--- config.mk ---
export PLATFORM = sky130hd
export DESIGN_NAME = exp_taylor_arb_flat
export DESIGN_NICKNAME = d
export VERILOG_FILES = /design/src/rtl/exp_taylor_arb_pkg.sv /design/src/rtl/exp_taylor_arb_if.sv /design/src/rtl/exp_taylor_arb_tag_fifo.sv /design/src/rtl/exp_taylor_arb.sv /design/src/flat_wrapper.sv
export SDC_FILE = /design/constraint.sdc
export NUM_CORES = 1
export LEC_CHECK = 0
export ABC_CLOCK_PERIOD_IN_PS = 13100
export BUFFER_PORTS_ARGS = -buffer_cell sky130_fd_sc_hd__buf_4
export CAP_MARGIN = 25
export CORE_MARGIN = 5
export CORE_UTILIZATION = 55
export CTS_CLUSTER_DIAMETER = 40
export DETAILED_ROUTE_END_ITERATION = 12
export MAX_ROUTING_LAYER = met4
export PLACE_DENSITY = 0.84
export SLEW_MARGIN = 20
export SYNTH_ARGS = -nofsm -noshare
export SYNTH_HDL_FRONTEND = slang
export SYNTH_SLANG_ARGS = --single-unit
export TNS_END_PERCENT = 100
--- constraint.sdc ---
create_clock -name clk -period 13.1 [get_ports clk]
set_clock_uncertainty 0.1 [all_clocks]
set_input_delay 3.275 -clock clk [delete_from_list [all_inputs] [get_ports clk]]
set_output_delay 3.275 -clock clk [all_outputs]
set_load 0.03 [all_outputs]
--- src/rtl/exp_taylor_arb_pkg.sv ---
// Shared constants and the round-robin pick helper for the exp_taylor_arb slice.
package exp_arb_pkg;

  localparam int EXP_IN_W  = 12;
  localparam int EXP_OUT_W = 16;

  // Widest requester vector the pick helper handles; narrower users zero-extend.
  localparam int MAX_REQ = 16;
  localparam int REQ_IDW = 4;

  // One-hot grant for the first set bit at or above ptr, wrapping around.
  // Bits above the real requester count must be zero, which makes the
  // 16-way wrap equivalent to wrapping modulo the real count.
  function automatic logic [MAX_REQ-1:0] rr_pick(input logic [MAX_REQ-1:0] valid,
                                                 input logic [REQ_IDW-1:0] ptr);
    logic [MAX_REQ-1:0] grant;
    logic [REQ_IDW-1:0] idx;
    logic               found;
    grant = '0;
    found = 1'b0;
    for (int i = 0; i < MAX_REQ; i++) begin
      idx = ptr + REQ_IDW'(i);
      if (!found && valid[idx]) begin
        grant[idx] = 1'b1;
        found      = 1'b1;
      end
    end
    return grant;
  endfunction

endpackage

--- src/rtl/exp_taylor_arb_if.sv ---
// Request, exp-unit and response signals of exp_taylor_arb; slave = arbiter side.
interface exp_taylor_arb_if
  import exp_arb_pkg::*;
#(
  parameter int NUM_REQ = 4
);

  logic [NUM_REQ-1:0]          iReqValid;
  logic [NUM_REQ*EXP_IN_W-1:0] iReqData;
  logic [NUM_REQ-1:0]          oReqReady;
  logic [EXP_IN_W-1:0]         oExpData;
  logic                        oExpDataValid;
  logic [EXP_OUT_W-1:0]        iExpData;
  logic                        iExpDataValid;
  logic [EXP_OUT_W-1:0]        oRespData;
  logic                        oRespValid;
  logic [$clog2(NUM_REQ)-1:0]  oRespId;

  modport slave (
    input  iReqValid, iReqData, iExpData, iExpDataValid,
    output oReqReady, oExpData, oExpDataValid, oRespData, oRespValid, oRespId
  );

  modport master (
    output iReqValid, iReqData, iExpData, iExpDataValid,
    input  oReqReady, oExpData, oExpDataValid, oRespData, oRespValid, oRespId
  );

endinterface

--- src/rtl/exp_taylor_arb_tag_fifo.sv ---
// Synchronous tag FIFO recording the owner of each in-flight exp operation.
module exp_arb_tag_fifo #(
  parameter int WIDTH = 2,
  parameter int DEPTH = 4
) (
  input  logic                   clk,
  input  logic                   rst,
  input  logic                   flush,
  input  logic                   push,
  input  logic [WIDTH-1:0]       pushData,
  input  logic                   pop,
  output logic [WIDTH-1:0]       popData,
  output logic                   empty,
  output logic                   full,
  output logic [$clog2(DEPTH):0] count
);

  localparam int AW = (DEPTH > 1) ? $clog2(DEPTH) : 1;
  localparam int CW = $clog2(DEPTH) + 1;

  logic [WIDTH-1:0] mem [DEPTH];
  logic [AW-1:0]    wrPtr;
  logic [AW-1:0]    rdPtr;
  logic             wrEn;
  logic             rdEn;

  function automatic logic [AW-1:0] nextPtr(input logic [AW-1:0] p);
    return (p == AW'(DEPTH - 1)) ? '0 : p + AW'(1);
  endfunction

  assign empty   = (count == '0);
  assign full    = (count == CW'(DEPTH));
  assign wrEn    = push && !full;
  assign rdEn    = pop && !empty;
  assign popData = mem[rdPtr];

  // Tag storage write port.
  // NOTE: the storage array is deliberately not reset; pointers and count say which entries are live.
  always_ff @(posedge clk) begin
    if (wrEn) mem[wrPtr] <= pushData;
  end

  // Pointer and occupancy bookkeeping; flush behaves like a reset of the queue.
  // NOTE: non-blocking assignments so every register updates from its pre-edge value.
  always_ff @(posedge clk) begin
    if (rst || flush) begin
      wrPtr <= '0;
      rdPtr <= '0;
      count <= '0;
    end else begin
      if (wrEn) wrPtr <= nextPtr(wrPtr);
      if (rdEn) rdPtr <= nextPtr(rdPtr);
      case ({wrEn, rdEn})
        2'b10:   count <= count + CW'(1);
        2'b01:   count <= count - CW'(1);
        default: count <= count;
      endcase
    end
  end

endmodule

--- src/rtl/exp_taylor_arb.sv ---
// Round-robin scheduler sharing one external exp unit between NUM_REQ requesters.
// Optional watchdog that flushes lost operations: define EXP_ARB_TIMEOUT_EN.
module exp_taylor_arb
  import exp_arb_pkg::*;
#(
  parameter int NUM_REQ   = 4,
  parameter int ISSUE_GAP = 1,
  parameter int MAX_OUT   = 4,
  parameter int TIMEOUT   = 64
) (
  input  logic                clk,
  input  logic                rst,
  exp_taylor_arb_if.slave     bus,
  output logic                oBusy,
  output logic                oErr
);

  localparam int IDW = $clog2(NUM_REQ);
  localparam int CW  = $clog2(MAX_OUT) + 1;
  localparam int GW  = $clog2(ISSUE_GAP) + 1;

  logic [IDW-1:0]       ptr;
  logic [GW-1:0]        gapCnt;
  logic [MAX_REQ-1:0]   pick;
  logic [IDW-1:0]       pickIdx;
  logic                 pickAny;
  logic                 issueOk;
  logic                 xfer;
  logic [EXP_IN_W-1:0]  selData;
  logic [NUM_REQ-1:0]   grant;
  logic [CW-1:0]        fifoCount;
  logic                 fifoEmpty;
  logic                 fifoFull;
  logic [IDW-1:0]       popTag;
  logic                 popEn;
  logic                 spurious;
  logic                 timeoutHit;

  logic [EXP_IN_W-1:0]  expData;
  logic                 expDataValid;
  logic [EXP_OUT_W-1:0] respData;
  logic                 respValid;
  logic [IDW-1:0]       respId;
  logic                 errFlag;

  assign pick = rr_pick(MAX_REQ'(bus.iReqValid), REQ_IDW'(ptr));

  // Turn the padded one-hot pick into a requester index.
  // NOTE: every always_comb output gets a default first, so no path can infer a latch.
  always_comb begin
    pickIdx = '0;
    pickAny = 1'b0;
    for (int k = 0; k < MAX_REQ; k++) begin
      if (pick[k]) begin
        pickIdx = IDW'(k);
        pickAny = 1'b1;
      end
    end
  end

  assign issueOk  = !rst && (gapCnt == '0) && (fifoCount < CW'(MAX_OUT)) && !timeoutHit;
  assign xfer     = issueOk && pickAny;
  assign grant    = xfer ? (NUM_REQ'(1) << pickIdx) : '0;
  assign selData  = bus.iReqData[pickIdx*EXP_IN_W +: EXP_IN_W];
  assign popEn    = bus.iExpDataValid && !fifoEmpty && !rst;
  assign spurious = bus.iExpDataValid && fifoEmpty;

  exp_arb_tag_fifo #(
    .WIDTH (IDW),
    .DEPTH (MAX_OUT)
  ) u_tagFifo (
    .clk      (clk),
    .rst      (rst),
    .flush    (timeoutHit),
    .push     (xfer),
    .pushData (pickIdx),
    .pop      (popEn),
    .popData  (popTag),
    .empty    (fifoEmpty),
    .full     (fifoFull),
    .count    (fifoCount)
  );

`ifdef EXP_ARB_TIMEOUT_EN
  localparam int WD_W = $clog2(TIMEOUT + 1);
  logic [WD_W-1:0] wdCnt;

  assign timeoutHit = (fifoCount != '0) && !bus.iExpDataValid && (wdCnt == WD_W'(TIMEOUT - 1));

  // Watchdog: count silent cycles while operations are outstanding.
  always_ff @(posedge clk) begin
    if (rst || bus.iExpDataValid || (fifoCount == '0) || timeoutHit) wdCnt <= '0;
    else                                                            wdCnt <= wdCnt + WD_W'(1);
  end
`else
  assign timeoutHit = 1'b0;
`endif

  // Issue side: register the granted operand, advance the pointer, arm the gap.
  always_ff @(posedge clk) begin
    if (rst) begin
      ptr          <= '0;
      gapCnt       <= '0;
      expData      <= '0;
      expDataValid <= 1'b0;
    end else begin
      expDataValid <= xfer;
      if (xfer) begin
        expData <= selData;
        ptr     <= (pickIdx == IDW'(NUM_REQ - 1)) ? '0 : pickIdx + IDW'(1);
        gapCnt  <= GW'(ISSUE_GAP - 1);
      end else if (gapCnt != '0) begin
        gapCnt <= gapCnt - GW'(1);
      end
    end
  end

  // Response side: tag each result with its owner; results with no owner raise the error.
  always_ff @(posedge clk) begin
    if (rst) begin
      respData  <= '0;
      respValid <= 1'b0;
      respId    <= '0;
      errFlag   <= 1'b0;
    end else begin
      respValid <= popEn;
      if (popEn) begin
        respData <= bus.iExpData;
        respId   <= popTag;
      end
      if (spurious || timeoutHit) errFlag <= 1'b1;
    end
  end

  assign bus.oReqReady     = grant;
  assign bus.oExpData      = expData;
  assign bus.oExpDataValid = expDataValid;
  assign bus.oRespData     = respData;
  assign bus.oRespValid    = respValid;
  assign bus.oRespId       = respId;
  assign oBusy             = (fifoCount != '0);
  assign oErr              = errFlag;

endmodule

--- src/flat_wrapper.sv ---
// flat-port wrapper written by rule: the top's interface ports become plain ports
module exp_taylor_arb_flat import exp_arb_pkg::*;
#(
  parameter int NUM_REQ   = 4,
  parameter int ISSUE_GAP = 1,
  parameter int MAX_OUT   = 4,
  parameter int TIMEOUT   = 64
)
  (clk, rst, oBusy, oErr, bus_iReqValid, bus_iReqData, bus_iExpData, bus_iExpDataValid, bus_oReqReady, bus_oExpData, bus_oExpDataValid, bus_oRespData, bus_oRespValid, bus_oRespId);
  exp_taylor_arb_if #(.NUM_REQ(NUM_REQ)) bus_i ();
  input  logic clk;
  input  logic rst;
  output logic oBusy;
  output logic oErr;
  input wire logic [$bits(bus_i.iReqValid)-1:0] bus_iReqValid;
  input wire logic [$bits(bus_i.iReqData)-1:0] bus_iReqData;
  input wire logic [$bits(bus_i.iExpData)-1:0] bus_iExpData;
  input wire logic [$bits(bus_i.iExpDataValid)-1:0] bus_iExpDataValid;
  output wire logic [$bits(bus_i.oReqReady)-1:0] bus_oReqReady;
  output wire logic [$bits(bus_i.oExpData)-1:0] bus_oExpData;
  output wire logic [$bits(bus_i.oExpDataValid)-1:0] bus_oExpDataValid;
  output wire logic [$bits(bus_i.oRespData)-1:0] bus_oRespData;
  output wire logic [$bits(bus_i.oRespValid)-1:0] bus_oRespValid;
  output wire logic [$bits(bus_i.oRespId)-1:0] bus_oRespId;
  assign bus_i.iReqValid = bus_iReqValid;
  assign bus_i.iReqData = bus_iReqData;
  assign bus_i.iExpData = bus_iExpData;
  assign bus_i.iExpDataValid = bus_iExpDataValid;
  assign bus_oReqReady = bus_i.oReqReady;
  assign bus_oExpData = bus_i.oExpData;
  assign bus_oExpDataValid = bus_i.oExpDataValid;
  assign bus_oRespData = bus_i.oRespData;
  assign bus_oRespValid = bus_i.oRespValid;
  assign bus_oRespId = bus_i.oRespId;
  exp_taylor_arb #(.NUM_REQ(NUM_REQ), .ISSUE_GAP(ISSUE_GAP), .MAX_OUT(MAX_OUT), .TIMEOUT(TIMEOUT)) u_core (.clk(clk), .rst(rst), .bus(bus_i), .oBusy(oBusy), .oErr(oErr));
endmodule
==> load_flow_metrics.sql <==
INSERT INTO impl_metrics (metric_group, metric, value, unit) VALUES
('worst_hold_path', 'min_delay_path_depth', '2', ''),
('clock_network', 'cts_htree_levels', '2', ''),
('cells_and_area', 'most-common-layout-cells', 'sky130_fd_sc_hd__buf_4, sky130_fd_sc_hd__nand2_1, sky130_fd_sc_hd__dfxtp_1, sky130_fd_sc_hd__mux2i_1, sky130_fd_sc_hd__a21oi_1', ''),
('critical_path', 'critPathBufInv', '3', ''),
('synthesis', 'cell_types_with_the_largest_area_share_after_synthesis', 'sky130_fd_sc_hd__dfxtp_1, sky130_fd_sc_hd__mux2i_1, sky130_fd_sc_hd__edfxtp_1', ''),
('routing', 'detailedRoute.firstPassIterationCount', '4', ''),
('synthesis', 'yosysTopAreaCell', 'sky130_fd_sc_hd__dfxtp_1', ''),
('critical_path', 'critPathLaunchType', 'primary input', ''),
('pwr', 'power_leakage', '0.00184', 'uW'),
('synthesis', 'postSynth.asyncResetShare', '0', '%'),
('sta', 'max_freq', '0.105', 'GHz'),
('routing', 'postRouteWirelength', '8450', 'um'),
('routing', 'detailroute.via_count', '2947', ''),
('sta', 'max-slew-margin-rel', '46.9', '%'),
('critical_path', 'worst-endpoint-required', '9.72', 'ns'),
('critical_path', 'cp_num_cells', '11', ''),
('routing', 'drc', '0', ''),
('sta', 'final_period_minus_worst_setup_slack', '9.55', 'ns'),
('critical_path', 'worst_path_most_repeated_cell', 'sky130_fd_sc_hd__buf_4', ''),
('critical_path', 'critical_path_arrival', '6.18', 'ns'),
('clock_network', 'cts.root.buffer_cell', 'sky130_fd_sc_hd__clkbuf_8', ''),
('synthesis', 'synthesis.yosys.warnings', '0', ''),
('grt', 'first_pass_grt_wire_length', '13300', 'um'),
('pwr', 'power_density', '235', 'nW/um^2'),
('sta', 'worst_setup_margin', '3.55', 'ns'),
('grt', 'via_count_of_the_first_global_routing_pass', '2808', ''),
('synthesis', 'seq_area_frac_synth', '33.7', '%'),
('synthesis', 'synth_top_flop_cell', 'sky130_fd_sc_hd__dfxtp_1', ''),
('cells_and_area', 'fin_nets', '534', ''),
('cells_and_area', 'drive_gt1_share', '31.2', '%'),
('die', 'die_y', '87.0', 'um'),
('clock_network', 'cts_resized', '0', ''),
('synthesis', 'synth_cell_type_count', '60', ''),
('cells_and_area', 'antennaDiodeCount', '0', ''),
('cells_and_area', 'area_growth_syn_to_layout', '27.1', '%'),
('clock_network', 'cts_inserted_buffers', '5', ''),
('die', 'die_w', '87.0', 'um'),
('clock_network', 'clkLatencyLatePin', '0.30', 'ns'),
('clock_network', 'cts.clk_slew.worst_paths', '0.09', 'ns'),
('die', 'floorplan.initialDensity', '55.8', '%'),
('critical_path', 'path_max_fanout', '26', ''),
('die', 'core_area', '5850', 'um^2'),
('critical_path', 'largest_incremental_delay_on_the_critical_path', '0.54', 'ns'),
('synthesis', 'postSynthAreaPerCell', '9.27', 'um^2'),
('outcome', 'status', 'finished, final reports clean', ''),
('placement', 'placement.io_buffers', '108', ''),
('synthesis', 'syn-cell-area', '3260', 'um^2'),
('clock_network', 'cts_sinks', '51', ''),
('placement', 'post-dp-hpwl', '6400', 'um'),
('routing', 'drt.antenna.violating_nets', '0', ''),
('synthesis', 'synth-seq-cells', '51', ''),
('grt', 'grt_antenna_before_repair', '0', ''),
('critical_path', 'timing.critical_path.to_type', 'primary output', ''),
('clock_network', 'cts_setup_buffers', '0', ''),
('die', 'num_rows', '28', ''),
('placement', 'placement.setup.worst_slack', '3.61', 'ns'),
('die', 'io_pins', '109', ''),
('critical_path', 'r2r.worst_path.cells', '15', ''),
('cells_and_area', 'final_common_cell', 'sky130_fd_sc_hd__buf_4', ''),
('routing', 'dr.first_iter.drc_count', '140', ''),
('cells_and_area', 'n_fill_cell', '460', ''),
('sta', 'worst_margin_pin_slew', '0.796', 'ns'),
('critical_path', 'crit_path_cell_trace', 'buf_4 > mux2i_1 > o22a_1 > nor3_1 > nand4b_1 > or4b_4 > a221oi_4 > buf_4 > ha_1 > and2_1 > buf_4', ''),
('clock_network', 'cts-hold-fix-buffers', '0', ''),
('sta', 'final_min_period_over_clock_period', '72.9', '%'),
('placement', 'gp_routability_congestion', '0.948', ''),
('worst_hold_path', 'min_path_type', 'reg2reg', ''),
('sta', 'finalHoldViolCount', '0', ''),
('pwr', 'max-vdd-ir-drop', '187', 'uV'),
('grt', 'grt_max_degree', '44', ''),
('clock_network', 'ctsLongestPathBuffers', '2', '');
==> logic make-up (layout without fill, tap and decap cells) <==
kind of cell	after synthesis	in the layout	synth area share, %
compound gates	73	73	17.4
xor+xnor	2	2	0.537
fa+ha+maj	19	19	7.52
buf+inv	42	135	7.05
flops	51	51	33.7
mux	38	38	13.6
other cells	1	1	0.115
simple gates	126	126	20.1
==> state kept, by name, summed over array words and instances (netlist names), 2 cells and up <==
name                    flops
u_core.bus.oExpData        12
u_core.bus.oRespData       16
u_core.bus.oRespId          2
u_core.ptr                  2
u_core.u_tagFifo.count      3
u_core.u_tagFifo.mem        8
u_core.u_tagFifo.rdPtr      2
u_core.u_tagFifo.wrPtr      2
==> metal layers <==
layer / GRT usage (%) / vias to the layer above / wire length [um]
met5: - / - / 0
li1: - / 1457 / -
met1: 27.3 / 1381 / 3480
met3: 3.69 / 10 / 494
met4: 6.23 / 0 / 95
met2: 37.3 / 99 / 4380
==> synthesized netlist by cell type (3+ instances only) <==
master and number:
sky130_fd_sc_hd__nand2_1 46, sky130_fd_sc_hd__dfxtp_1 43, sky130_fd_sc_hd__mux2i_1 33, sky130_fd_sc_hd__a21oi_1 27, sky130_fd_sc_hd__ha_1 18, sky130_fd_sc_hd__inv_1 16
sky130_fd_sc_hd__nor2_1 16, sky130_fd_sc_hd__nand3b_1 13, sky130_fd_sc_hd__clkbuf_1 12, sky130_fd_sc_hd__and2_1 11, sky130_fd_sc_hd__o221ai_2 9, sky130_fd_sc_hd__edfxtp_1 8
sky130_fd_sc_hd__nand2b_1 8, sky130_fd_sc_hd__nor3_1 8, sky130_fd_sc_hd__buf_4 6, sky130_fd_sc_hd__mux4_2 5, sky130_fd_sc_hd__nand3_1 4, sky130_fd_sc_hd__nand4_1 4
sky130_fd_sc_hd__a211oi_1 3, sky130_fd_sc_hd__o2111ai_1 3, sky130_fd_sc_hd__o21ai_0 3, sky130_fd_sc_hd__o221ai_1 3, sky130_fd_sc_hd__o22ai_1 3, sky130_fd_sc_hd__o31ai_1 3
==> metrics by stage <==
stage	std cells	total power [uW]	utilization [%]	hold WS, ns	instance area (um^2)
after floorplan	352	756	-	0.372	3260
after global placement	512	859	68.9	0.343	4030
after detailed placement	512	867	68.9	0.348	4030
after CTS	520	977	70.9	0.361	4150
after global routing	520	1050	70.9	0.384	4150
final	520	976	70.9	0.360	4150
==> layout make-up <==
class	instances	area (um^2)	share of cell area [%]
clock buffer	7	108	2.59
tap	75	93.8	2.26
multi-input combinational	259	1950	47.0
clock inverter	1	8.76	0.211
sequential	51	1100	26.5
timing repair buffer	110	826	19.9
inverter	17	63.8	1.54
==> power by group <==
part / total (uW) / internal [uW] / switching [uW]
Sequential: 237 / 205 / 31.7
Clock: 107 / 55.2 / 51.8
Combinational: 632 / 252 / 380
==> worst min-delay path, cell delays in order (launching register included) <==
cell,delay [ns]
sky130_fd_sc_hd__dfxtp_1,0.32
sky130_fd_sc_hd__nand2_1,0.05
sky130_fd_sc_hd__a21oi_1,0.05
==> final timing paths <==
path	start	to	slack, ns
max	bus_iReqValid[0]	bus_oReqReady[1]	3.55
min	u_core.bus.oRespData[6]$_SDFFE_PP0P_	u_core.bus.oRespData[6]$_SDFFE_PP0P_	0.36
max reg2reg	u_core.ptr[0]$_SDFFE_PP0P_	u_core.u_tagFifo.count[2]$_SDFFE_PP0P_	7.71
min reg2reg	u_core.bus.oRespData[6]$_SDFFE_PP0P_	u_core.bus.oRespData[6]$_SDFFE_PP0P_	0.36
Note: power is estimated with default switching activity, not from simulation.
